[src/rtl/simon_pkg.sv]
// simon_pkg: shared state codes, default parameters and score/width helpers for the Simon core
package simon_pkg;
  localparam int NUM_BUTTONS_DEF = 4;
  localparam int DEPTH_DEF = 16;
  localparam int SHOW_TICKS_DEF = 2;
  localparam int GAP_TICKS_DEF = 1;
  localparam int TIMEOUT_TICKS_DEF = 8;
  localparam logic [2:0] S_IDLE = 3'd0;
  localparam logic [2:0] S_EXTEND = 3'd1;
  localparam logic [2:0] S_SHOW_ON = 3'd2;
  localparam logic [2:0] S_SHOW_OFF = 3'd3;
  localparam logic [2:0] S_WAIT_IN = 3'd4;
  localparam logic [2:0] S_ECHO = 3'd5;
  localparam logic [2:0] S_WIN = 3'd6;
  localparam logic [2:0] S_LOSE = 3'd7;
  function automatic int max3(input int a, input int b, input int c);
    return (a > b) ? ((a > c) ? a : c) : ((b > c) ? b : c);
  endfunction
  // A loss in round len means len-1 rounds were completed
  function automatic int end_score(input logic won, input int len, input int depth);
    return won ? depth : len - 1;
  endfunction
endpackage

[src/rtl/simon_tick_timer.sv]
// simon_tick_timer: counts time-base pulses and flags the pulse that reaches the terminal count
module simon_tick_timer #(
  parameter int TW = 4
) (
  input  logic          clk,
  input  logic          rst_n,
  input  logic          clr,
  input  logic          pulse,
  input  logic [TW-1:0] term,
  output logic          done
);
  logic [TW-1:0] cnt;
  assign done = pulse && (cnt == term - TW'(1));
  always_ff @(posedge clk or negedge rst_n)
    if (!rst_n) cnt <= '0;
    else if (clr) cnt <= '0;
    else if (pulse) cnt <= cnt + TW'(1);
endmodule

[src/rtl/simon_sequencer.sv]
// simon_sequencer: Simon game core - grows a random sequence, plays it back, checks the echo, keeps a best score
module simon_sequencer
  import simon_pkg::*;
#(
  parameter int NUM_BUTTONS = NUM_BUTTONS_DEF,
  parameter int DEPTH = DEPTH_DEF,
  parameter int SHOW_TICKS = SHOW_TICKS_DEF,
  parameter int GAP_TICKS = GAP_TICKS_DEF,
  parameter int TIMEOUT_TICKS = TIMEOUT_TICKS_DEF,
  localparam int BW = $clog2(NUM_BUTTONS),
  localparam int LW = $clog2(DEPTH + 1)
) (
  input  logic          CLK,
  input  logic          RST_N,
  input  logic [BW-1:0] IN,
  input  logic          IN_VALID,
  input  logic [BW-1:0] RAND,
  input  logic          TIMER_PULSE,
  input  logic          START,
  output logic [BW-1:0] OUT,
  output logic          OUT_ENA,
  output logic          WIN,
  output logic          LOSE,
  output logic          HS,
  output logic [LW-1:0] LEVEL,
  output logic          BUSY
);
  localparam int IW = $clog2(DEPTH);
  localparam int TW = $clog2(max3(SHOW_TICKS, GAP_TICKS, TIMEOUT_TICKS) + 1);
  logic [2:0] state, nxt;
  logic [BW-1:0] seq [DEPTH];
  logic [BW-1:0] echo_q;
  logic [LW-1:0] len, best;
  logic [IW-1:0] idx;
  logic [TW-1:0] term;
  logic start_q, start_rise, timed, done, clr, last, full, hit;
  int score;
  assign start_rise = START && !start_q;
  assign last = (LW'(idx) == len - LW'(1));
  assign full = (len == LW'(DEPTH));
  assign hit = (int'(IN) < NUM_BUTTONS) && (IN == seq[idx]);
  assign timed = state inside {S_SHOW_ON, S_SHOW_OFF, S_WAIT_IN, S_ECHO};
  assign term = (state == S_SHOW_OFF) ? TW'(GAP_TICKS) :
                (state == S_WAIT_IN) ? TW'(TIMEOUT_TICKS) : TW'(SHOW_TICKS);
  // Every timed exit is a state change, so a change of state restarts the tick count
  assign clr = (nxt != state);
  assign score = end_score(nxt == S_WIN, int'(len), DEPTH);
  assign BUSY = !(state inside {S_IDLE, S_WIN, S_LOSE});
  assign OUT_ENA = (state == S_SHOW_ON) || (state == S_ECHO);
  assign OUT = (state == S_SHOW_ON) ? seq[idx] : (state == S_ECHO) ? echo_q : '0;
  assign LEVEL = len;
  simon_tick_timer #(.TW(TW)) u_timer (
    .clk  (CLK),
    .rst_n(RST_N),
    .clr  (clr),
    .pulse(TIMER_PULSE && timed),
    .term (term),
    .done (done)
  );
  always_comb begin
    nxt = state;
    case (state)
      S_IDLE, S_WIN, S_LOSE: nxt = start_rise ? S_EXTEND : state;
      S_EXTEND: nxt = S_SHOW_ON;
      S_SHOW_ON: nxt = done ? S_SHOW_OFF : state;
      S_SHOW_OFF: nxt = !done ? state : last ? S_WAIT_IN : S_SHOW_ON;
      S_WAIT_IN: nxt = IN_VALID ? (hit ? S_ECHO : S_LOSE) : done ? S_LOSE : state;
      S_ECHO: nxt = !done ? state : !last ? S_WAIT_IN : full ? S_WIN : S_EXTEND;
      default: nxt = S_IDLE;
    endcase
  end
  always_ff @(posedge CLK or negedge RST_N)
    if (!RST_N) begin
      state <= S_IDLE;
      start_q <= 1'b0;
      len <= '0;
      idx <= '0;
      best <= '0;
      echo_q <= '0;
      WIN <= 1'b0;
      LOSE <= 1'b0;
      HS <= 1'b0;
    end else begin
      state <= nxt;
      start_q <= START;
      if (!BUSY && start_rise) begin
        len <= '0;
        WIN <= 1'b0;
        LOSE <= 1'b0;
        HS <= 1'b0;
      end
      if (state == S_EXTEND) begin
        len <= len + LW'(1);
        idx <= '0;
      end
      if (state == S_SHOW_OFF && done) idx <= last ? '0 : idx + IW'(1);
      if (state == S_WAIT_IN && IN_VALID) echo_q <= IN;
      if (state == S_ECHO && done && !last) idx <= idx + IW'(1);
      if (clr && (nxt == S_WIN || nxt == S_LOSE)) begin
        WIN <= (nxt == S_WIN);
        LOSE <= (nxt == S_LOSE);
        if (score > int'(best)) begin
          best <= LW'(score);
          HS <= 1'b1;
        end
      end
    end
  always_ff @(posedge CLK or negedge RST_N)
    if (!RST_N) for (int i = 0; i < DEPTH; i++) seq[i] <= '0;
    else if (state == S_EXTEND)
      seq[len[IW-1:0]] <= (int'(RAND) >= NUM_BUTTONS) ? BW'(int'(RAND) - NUM_BUTTONS) : RAND;
endmodule

[config.mk]
export PLATFORM = sky130hd
export DESIGN_NAME = simon_sequencer
export DESIGN_NICKNAME = d
export VERILOG_FILES = /design/src/rtl/simon_pkg.sv /design/src/rtl/simon_tick_timer.sv /design/src/rtl/simon_sequencer.sv
export SDC_FILE = /design/constraint.sdc
export NUM_CORES = 1
export LEC_CHECK = 0
export CORE_MARGIN = 4
export CORE_UTILIZATION = 60
export DETAILED_ROUTE_END_ITERATION = 7
export HOLD_SLACK_MARGIN = 0.05
export PLACE_DENSITY = 0.8
export SLEW_MARGIN = 20
export SYNTH_ARGS = -nofsm -noshare
export SYNTH_HDL_FRONTEND = slang
export SYNTH_SLANG_ARGS = --single-unit
[constraint.sdc]
create_clock -name CLK -period 4.7 [get_ports CLK]
set_input_delay 0.94 -clock CLK [delete_from_list [all_inputs] [get_ports CLK]]
set_output_delay 0.94 -clock CLK [all_outputs]
set_load 0.1 [all_outputs]
==> reports/results.tsv <==
metric	value	unit
DRT antenna net count	0	
Slew headroom	35.5	%
initial antenna violation count	0	
sequential share of the synthesized area	41.1	%
WL/cell	17.9	microns
routed vias	2663	
period utilization	90.3	%
Initial Util	63.7	%
worst-path fanout max	8	
Power Dens Cells	638	nW/um^2
final hold viol count	0	
CTS tree	done	
PortBufs	20	
final core occ	71.5	%
n_diodes	0	
Total Wirelength	7.95	mm
Fmax	0.236	GHz
Fill cells	435	
vias in the first global route	2703	
Mean Syn Cell Area	10.4	sq um
CTS Buffer Depth	2	
hold_ws	0.503	ns
Min Clock Period, post-route	4.25	ns
overall routing resource usage	23.1	%
Post-Syn Area	3590	sq um
final setup fails	0	
Leakage	1.75	nW
I/O Pins	21	
syn nets	366	
CP Capture Type	register	
initial drt markers	177	
async set or reset register ratio after synthesis	100	%
Data arrival, critical path	4.46	ns
grt ovf	0	
RSZ-0062 raised after global routing	no	
register area	1480	sq um
first-pass GRT wire length	13.3	mm
Top delay family on crit path	compound AO/OA/AOI/OAI gates	
post-synth top area cell	dfrtp_1	
Crit path largest cell delay	0.51	ns
gpl congestion	0.844	
Clock Skew	0.0116	ns
H-tree depth	3	
Die Area	7290	sq um
main area contributors after synthesis	dfrtp_1 (41%), mux2_2 (11%), ha_1 (4.2%), mux2i_1 (3.9%), nor2_1 (3.0%)	
Detailed Routing Iterations Pass 1	4	
hold buffer count at CTS	0	
cell count after synthesis	345	
Primary FF master, synth	dfrtp_1	
critical path buffer and inverter count	1	
nets@finish	390	
setup total negative slack	0	ns
die height	85.4	microns
largest net degree at the start of global routing	60	
Netlist cell types	60	
Worst-path clk slew	0.07	ns
crit path launch type	register	
layout cell share with drive strength beyond 1	21.0	%
Pins Over Slew Limit	0	
core area	5640	sq um
Rows	27	
area of the multi-input gates	1980	sq um
Via density	6.00	
DRC	0	
critical path data required time	4.92	ns
area share of the largest cell type after synthesis	41.1	%
Slew @ Worst Pin	0.965	ns
worst-skew pair later-pin latency	0.34	ns
Ys Warns	0	
Worst Hold Class	reg2reg	
cts repair resizes	0	
Synth Register Bits	59	
Worst VDD drop	0.000380	V
status	finished, final reports clean	
crit path cell chain	inv_1, ha_1, nor3b_1, xor2_1, or3_1, o32ai_2, nor2_1, o221ai_2, nor2b_1, ha_1, nor2b_1, o21ai_0, nand2b_1, a211oi_1, nor3_1, o21a_2, o22a_1	
setup bufs post-CTS	0	
critical path class	reg2reg	
number of flops mapped to enable cells by yosys	0	
Crit-path slowest cell	dfrtp_1	
CTS buffer count	9	
chip width	85.4	microns
Final HPWL DP	5.63	mm
Sink Count	59	
Root Driver	clkbuf_8	
Max-Cap Viols	0	
Area Growth Syn to Fin	12.3	%
==> layout by cell type, fill, tap and decap left out, drive strengths merged, types with 12 or more instances in the layout <==
master | netlist | layout
buf | 7 | 13
clkdlybuf4s50 | 0 | 16
dfrtp | 59 | 59
ha | 12 | 12
inv | 13 | 13
mux2 | 38 | 38
mux2i | 15 | 15
nand2 | 27 | 27
nand3 | 20 | 20
nor2 | 29 | 29
o21ai | 12 | 12
==> power breakdown <==
part           internal [W]  switching (W)  leakage [nW]  total (W)
clock              0.000252       0.000194        0.0950   0.000445
combinational      0.000499       0.000868         0.950    0.00137
sequential         0.000589       0.000173         0.707   0.000762
total               0.00134        0.00123          1.75    0.00257
==> registers in the layout (all words and copies together), names as in the netlist <==
name         flops
seq             32
LEVEL            5
best             5
idx              4
u_timer.cnt      4
state            3
echo_q           2
HS               1
LOSE             1
WIN              1
start_q          1
==> layout make-up <==
type,count,share of cell area (%)
clock buffer,11,3.50
clock inverter,3,0.993
inverter,13,1.21
multi-input combinational,257,49.1
sequential,59,36.6
tap,72,2.23
timing repair buffer,29,6.33
==> final timing paths <==
path                                            from                          to  slack [ns]  depth (start not counted)
max in group asynchronous                      RST_N          seq[1]$_DFFE_PN0P_        3.44                          2
worst min register to register          HS$_DFF_PN0_                HS$_DFF_PN0_        0.50                          1
worst min-delay path                    HS$_DFF_PN0_                HS$_DFF_PN0_        0.50                          1
min in group asynchronous                      RST_N  u_timer.cnt[1]$_DFFE_PN0P_        0.74                          2
worst max register to register  LEVEL[0]$_DFFE_PN0P_         best[4]$_DFFE_PN0P_        0.45                         17
worst max-delay path            LEVEL[0]$_DFFE_PN0P_         best[4]$_DFFE_PN0P_        0.45                         17
==> Yosys cell counts (all sizes together), types with 4 or more instances <==
cell type	n
a21oi	9
buf	7
clkbuf	9
dfrtp	59
ha	12
inv	13
mux2	38
mux2i	15
nand2	27
nand2b	7
nand3	20
nor2	29
nor2b	4
nor3	11
o21ai	12
o22ai	6
or2	4
xnor2	7
xor2	11
==> kinds of logic (layout without fill, tap and decap cells) <==
logic type                 after synthesis  count (layout)  share of synthesized area, %
and+or+nand+nor                        116             116                          15.9
adders and majority gates               12              12                          4.18
xor gates and xnor gates                19              19                          5.02
muxes                                   56              56                          18.4
DFF                                     59              59                          41.1
AOI/OAI and AO/OA                       54              54                          11.6
buffers and inverters                   29              56                          3.69
==> per-stage QoR <==
stage / total power (W) / area, sq um / cells / setup slack (ns)
final: 0.00257 / 4030 / 444 / 0.454
after global routing: 0.00272 / 4030 / 444 / 0.0892
after CTS: 0.00258 / 4030 / 444 / 0.443
after detailed placement: 0.00212 / 3850 / 430 / 0.211
after global placement: 0.00210 / 3850 / 430 / 0.338
after floorplan: 0.00182 / 3590 / 345 / 0.0776
==> per-layer routing <==
layer / global-route usage (%) / routed length, microns / vias up
li1: - / - / 1282
met1: 30.7 / 3640 / 1312
met2: 37.9 / 3850 / 58
met3: 4.95 / 315 / 11
met4: 7.34 / 142 / 0
met5: 0 / 0 / -
Power figures use the tool's default switching activity.
